**src/rtl/imm_enc_pkg.sv**
```systemverilog
// imm_enc_pkg: shared format encodings, request record and the RV32I immediate scatter
package imm_enc_pkg;
  typedef enum logic [2:0] {
    FMT_I   = 3'd0,
    FMT_ISH = 3'd1,
    FMT_S   = 3'd2,
    FMT_B   = 3'd3,
    FMT_U   = 3'd4,
    FMT_J   = 3'd5
  } fmt_e;
  localparam logic [31:0] ILLEGAL_INSTR = 32'hffffffff;
  typedef struct packed {
    logic [2:0]  fmt;
    logic [6:0]  opcode;
    logic [4:0]  rd;
    logic [4:0]  rs1;
    logic [4:0]  rs2;
    logic [2:0]  funct3;
    logic [6:0]  funct7;
    logic [31:0] imm;
    logic        err;
  } req_t;
  function automatic logic [31:0] encode(input req_t r);
    return r.err ? ILLEGAL_INSTR :
      r.fmt == FMT_I   ? {r.imm[11:0], r.rs1, r.funct3, r.rd, r.opcode} :
      r.fmt == FMT_ISH ? {r.funct7, r.imm[4:0], r.rs1, r.funct3, r.rd, r.opcode} :
      r.fmt == FMT_S   ? {r.imm[11:5], r.rs2, r.rs1, r.funct3, r.imm[4:0], r.opcode} :
      r.fmt == FMT_B   ? {r.imm[12], r.imm[10:5], r.rs2, r.rs1, r.funct3, r.imm[4:1], r.imm[11], r.opcode} :
      r.fmt == FMT_U   ? {r.imm[31:12], r.rd, r.opcode} :
      r.fmt == FMT_J   ? {r.imm[20], r.imm[10:1], r.imm[11], r.imm[19:12], r.rd, r.opcode} :
      ILLEGAL_INSTR;
  endfunction
endpackage

```
**src/rtl/imm_enc_range_chk.sv**
```systemverilog
// imm_range_chk: flags immediates that the selected format cannot represent
module imm_range_chk
  import imm_enc_pkg::*;
(
  input  logic [2:0]  fmt,
  input  logic [31:0] imm,
  output logic        err
);
  logic s11, s12, s20;
  assign s11 = &imm[31:11] | ~|imm[31:11];
  assign s12 = &imm[31:12] | ~|imm[31:12];
  assign s20 = &imm[31:20] | ~|imm[31:20];
  // sign-extension checks per format; B/J offsets must also be halfword aligned
  always_comb begin
    err = (fmt == FMT_I || fmt == FMT_S) ? ~s11 :
          fmt == FMT_ISH ? |imm[31:5] :
          fmt == FMT_B   ? ~s12 | imm[0] :
          fmt == FMT_J   ? ~s20 | imm[0] :
          fmt == FMT_U   ? |imm[11:0] :
          1'b1;
  end
endmodule

```
**src/rtl/imm_enc.sv**
```systemverilog
// imm_enc: two-stage valid/ready encoder packing immediate and register fields into RV32I words
module imm_enc
  import imm_enc_pkg::*;
#(
  parameter int XLEN      = 32,
  parameter int ERR_CNT_W = 8
) (
  input  logic                 i_clk,
  input  logic                 i_rst_n,
  input  logic                 i_valid,
  output logic                 o_ready,
  input  logic [2:0]           i_fmt,
  input  logic [6:0]           i_opcode,
  input  logic [4:0]           i_rd,
  input  logic [4:0]           i_rs1,
  input  logic [4:0]           i_rs2,
  input  logic [2:0]           i_funct3,
  input  logic [6:0]           i_funct7,
  input  logic [XLEN-1:0]      i_imm,
  output logic                 o_valid,
  input  logic                 i_ready,
  output logic [31:0]          o_instr,
  output logic                 o_err,
  output logic [ERR_CNT_W-1:0] o_err_cnt
);
  logic v1, adv1, adv2, range_err;
  req_t r1;
  imm_range_chk u_chk (.fmt(i_fmt), .imm(i_imm), .err(range_err));
  assign adv2    = ~o_valid | i_ready;
  assign adv1    = ~v1 | adv2;
  assign o_ready = adv1;
  // stage 1: capture fields together with the range verdict
  always_ff @(posedge i_clk or negedge i_rst_n) begin
    if (!i_rst_n) begin
      v1 <= 1'b0;
      r1 <= '0;
    end else if (adv1) begin
      v1 <= i_valid;
      if (i_valid)
        r1 <= '{fmt: i_fmt, opcode: i_opcode, rd: i_rd, rs1: i_rs1, rs2: i_rs2,
                funct3: i_funct3, funct7: i_funct7, imm: i_imm, err: range_err};
    end
  end
  // stage 2: scatter immediate bits and hold the result until accepted
  always_ff @(posedge i_clk or negedge i_rst_n) begin
    if (!i_rst_n) begin
      o_valid <= 1'b0;
      o_instr <= '0;
      o_err   <= 1'b0;
    end else if (adv2) begin
      o_valid <= v1;
      if (v1) begin
        o_instr <= encode(r1);
        o_err   <= r1.err;
      end
    end
  end
  // saturating count of errored results taken downstream
  always_ff @(posedge i_clk or negedge i_rst_n) begin
    if (!i_rst_n) o_err_cnt <= '0;
    else if (o_valid && i_ready && o_err && !(&o_err_cnt)) o_err_cnt <= o_err_cnt + 1'b1;
  end
endmodule

```
**config.mk**
```make
export PLATFORM = sky130hd
export DESIGN_NAME = imm_enc
export DESIGN_NICKNAME = d
export VERILOG_FILES = /design/src/rtl/imm_enc_pkg.sv /design/src/rtl/imm_enc_range_chk.sv /design/src/rtl/imm_enc.sv
export SDC_FILE = /design/constraint.sdc
export NUM_CORES = 1
export LEC_CHECK = 0
export ABC_AREA = 1
export BUFFER_PORTS_ARGS = -buffer_cell sky130_fd_sc_hd__buf_2
export CAP_MARGIN = 20
export CORE_UTILIZATION = 25
export CTS_CLUSTER_SIZE = 40
export DETAILED_ROUTE_END_ITERATION = 10
export SLEW_MARGIN = 20
export SYNTH_ARGS = -nofsm -noshare
export SYNTH_HDL_FRONTEND = slang
export SYNTH_SLANG_ARGS = --single-unit
```
**constraint.sdc**
```tcl
create_clock -name i_clk -period 1.7 [get_ports i_clk]
set_clock_uncertainty 0.1 [all_clocks]
set_input_delay 0.085 -clock i_clk [delete_from_list [all_inputs] [get_ports i_clk]]
set_output_delay 0.085 -clock i_clk [all_outputs]
set_load 0.005 [all_outputs]
```
==> results.tsv <==
metric	value	unit
Max IR drop VDD	470	uV
global route total overflow	0	
Buf/Inv on CP	3	
Worst Tran Pin Value	0.384	ns
most common library cells after synthesis	nand2_1 (214), dfrtp_1 (111), nor2_1 (64)	
Crit path required time	1.88	ns
All-Layer GR Usage	14.7	%
synth unique cells	30	
Slew HR	74.4	%
die area	0.0204	mm2
final setup fails	0	
count of flip-flops with a built-in enable after synthesis	0	
CTS tree	yes	
initial antenna violation count	0	
CP max stage cell	dfrtp_1	
setup_tns	0	ns
die width	143	um
sw power	0.00233	W
area growth from synthesis to layout	40.7	%
Place WS	0.103	ns
Tcrit/Tclk final	91.6	%
Finished Core Util	35.9	%
maxcap violations	0	
first-pass GRT wire length	23100	um
Worst setup EP type	register	
Top FF cell, synth	dfrtp_1	
Post-Syn Nets	675	
Ys Warns	0	
layout cells sized above 1	21.2	%
Clk Latency, worst-skew pair	0.35	ns
GPL Wtd Cong	0.835	
hpwl dp	10700	um
Switching Fraction	30.7	%
part of the power in registers	45.9	%
DRT iter0 DRCs	290	
Cell Chain, Critical Path	buf_4, nor2_4, inv_2, nor2_1, inv_2, o21ai_1, o22ai_1, o21ai_1, a21oi_1	
Internal Power	0.00526	W
vias in the first global route	4549	
DR vias/cell	4.37	
CP delay by family, top	buffers and inverters	
asr flop ratio synth	100	%
htree depth	3	
detailed-router iteration count before antenna repair	4	
detailed-route wire length	14400	um
run status	completed	
leading area contributor after synthesis	dfrtp_1	
top cell type's share of synthesized area	56.0	%
Syn Inst Count	603	
RSZ-0062 raised after global routing	no	
Hold Crit Class	input port to asynchronous set/reset pin	
fin. max-slew vios	0	
clock sink count	111	
Logic pwr share	24.3	%
top cells by area, synth	dfrtp_1 (56%), nand2_1 (16%), nor2_1 (4.8%), a21oi_1 (4.5%), inv_1 (2.9%)	
Root Buffer	clkbuf_16	
Max clock buf depth	2	
WP data arrival	1.74	ns
clk slew on worst S/H paths	0.07	ns
# IOs	114	
CP Max Fanout	9	
Worst setup SP type	register	
syn avg cell area	8.22	um2
DRC	0	
area of the core	0.0195	mm2
slowest stage delay, CP	0.41	ns
Num CTS Buffers	9	
Port Buffers	113	
starting density of the core	25.5	%
clock share of power	29.8	%
Yosys reg bits	111	
drt wl/cell	13.5	um
FP Rows	51	
Die Ht	143	um
Max Freq	642	MHz
Fin. Hold Viols	0	
PnR worst setup slack	0.143	ns
antenna cells	0	
area of the mapped netlist	0.00496	mm2
most common cell in the synthesized netlist	nand2_1	
Detail Route Antenna Nets	0	
power per standard cell area	1090	mW/mm2
fin crit period	1.56	ns
routed via count	4653	
kind of critical path	register to register	
largest net degree at the start of global routing	65	
nets	866	
Lkg Pwr	3.31	nW
post-synthesis sequential area ratio	56.0	%
[cell type report]
cell class | count | area (um2)
fill | 2020 | 12500
sequential | 111 | 2780
multi-input combinational | 423 | 1910
timing repair buffer | 205 | 1470
tap | 265 | 332
clock buffer | 10 | 229
inverter | 44 | 165
clock inverter | 6 | 92.6
[sequential cells by signal (all words and copies together), names as in the netlist]
| register | flops |
|---|---|
| v1 | 1 |
| o_instr | 32 |
| o_valid | 1 |
| o_err_cnt | 8 |
| r1 | 68 |
| o_err | 1 |
[metal layers]
metal | up-vias | share of wire, % | track usage [%]
li1 | 2327 | - | -
met1 | 2149 | 50 | 21.0
met2 | 155 | 43 | 22.2
met3 | 22 | 5.3 | 2.45
met4 | 0 | 1.6 | 5.04
met5 | - | 0 | 0
[what timing repair did]
item / in CTS / in global routing
hold buffers: 69 / 0
resized for setup: 0 / 2
endpoints found under the setup margin: 0 / 2
hold endpoints to repair: 181 / 0
buffers inserted: 0 / 0
[worst paths after layout]
check	startpoint	end	slack, ns	cells past startpoint
worst min register to register	r1[57]	r1[57]	0.38	2
min in group i_clk	i_valid	v1	0.15	4
worst min-delay path	i_rst_n	o_err_cnt[6]	0.09	2
worst max register to register	r1[66]	o_instr[28]	0.14	9
worst max-delay path	r1[66]	o_instr[28]	0.14	9
max in group asynchronous	i_rst_n	r1[67]	0.85	3
[worst register-to-register path, delay by kind of cell (launching register included)]
kind	cells	cell delay, ns
AOI/OAI and AO/OA	4	0.43
buffers and inverters	3	0.44
DFF	1	0.41
and+or+nand+nor	2	0.11
[kinds of logic after synthesis]
kind of cell / synth area share, %
AO/OA/AOI/OAI: 12.8
XOR/XNOR: 1.06
AND/OR/NAND/NOR: 24.1
buffers and inverters: 5.58
adder cells (fa/ha/maj): 0.252
flip-flops: 56.0
multiplexers: 0.227
[cells in the final DEF (no fill, tap or decap), types with 2 or more instances in the layout]
cell	netlist	final
nand2_1	214	213
buf_2	8	112
dfrtp_1	111	110
dlygate4sd3_1	0	69
nor2_1	64	62
a21oi_1	45	45
inv_1	38	38
o21ai_0	27	27
o22ai_1	21	21
buf_4	2	21
o21ai_1	10	10
nand3_1	9	9
clkbuf_16	0	9
nor3_1	7	7
inv_2	6	6
nand4_1	4	4
o221ai_2	3	3
xor2_1	3	3
xnor2_1	3	3
buf_12	0	3
nor2_4	2	2
nand2_2	1	2
nor2_2	0	2
o221ai_1	2	2
bufinv_16	0	2
[power by group through the flow]
stage	registers (W)	logic, W	clock network [W]
after floorplan	0.00346	0.000950	0
after global placement	0.00352	0.00171	0
after detailed placement	0.00353	0.00174	0
after CTS	0.00348	0.00187	0.00234
after global routing	0.00354	0.00210	0.00242
final	0.00348	0.00185	0.00226
[metrics by stage]
step	cells	instance area, um2	hold slack (ns)	power (W)
after floorplan	603	4960	-0.311	0.00441
after global placement	979	5960	-0.0714	0.00523
after detailed placement	979	5960	-0.0770	0.00526
after CTS	1064	6970	0.0838	0.00769
after global routing	1064	6980	0.116	0.00806
final	1064	6980	0.0909	0.00758
Note: power is estimated with default switching activity, not from simulation.
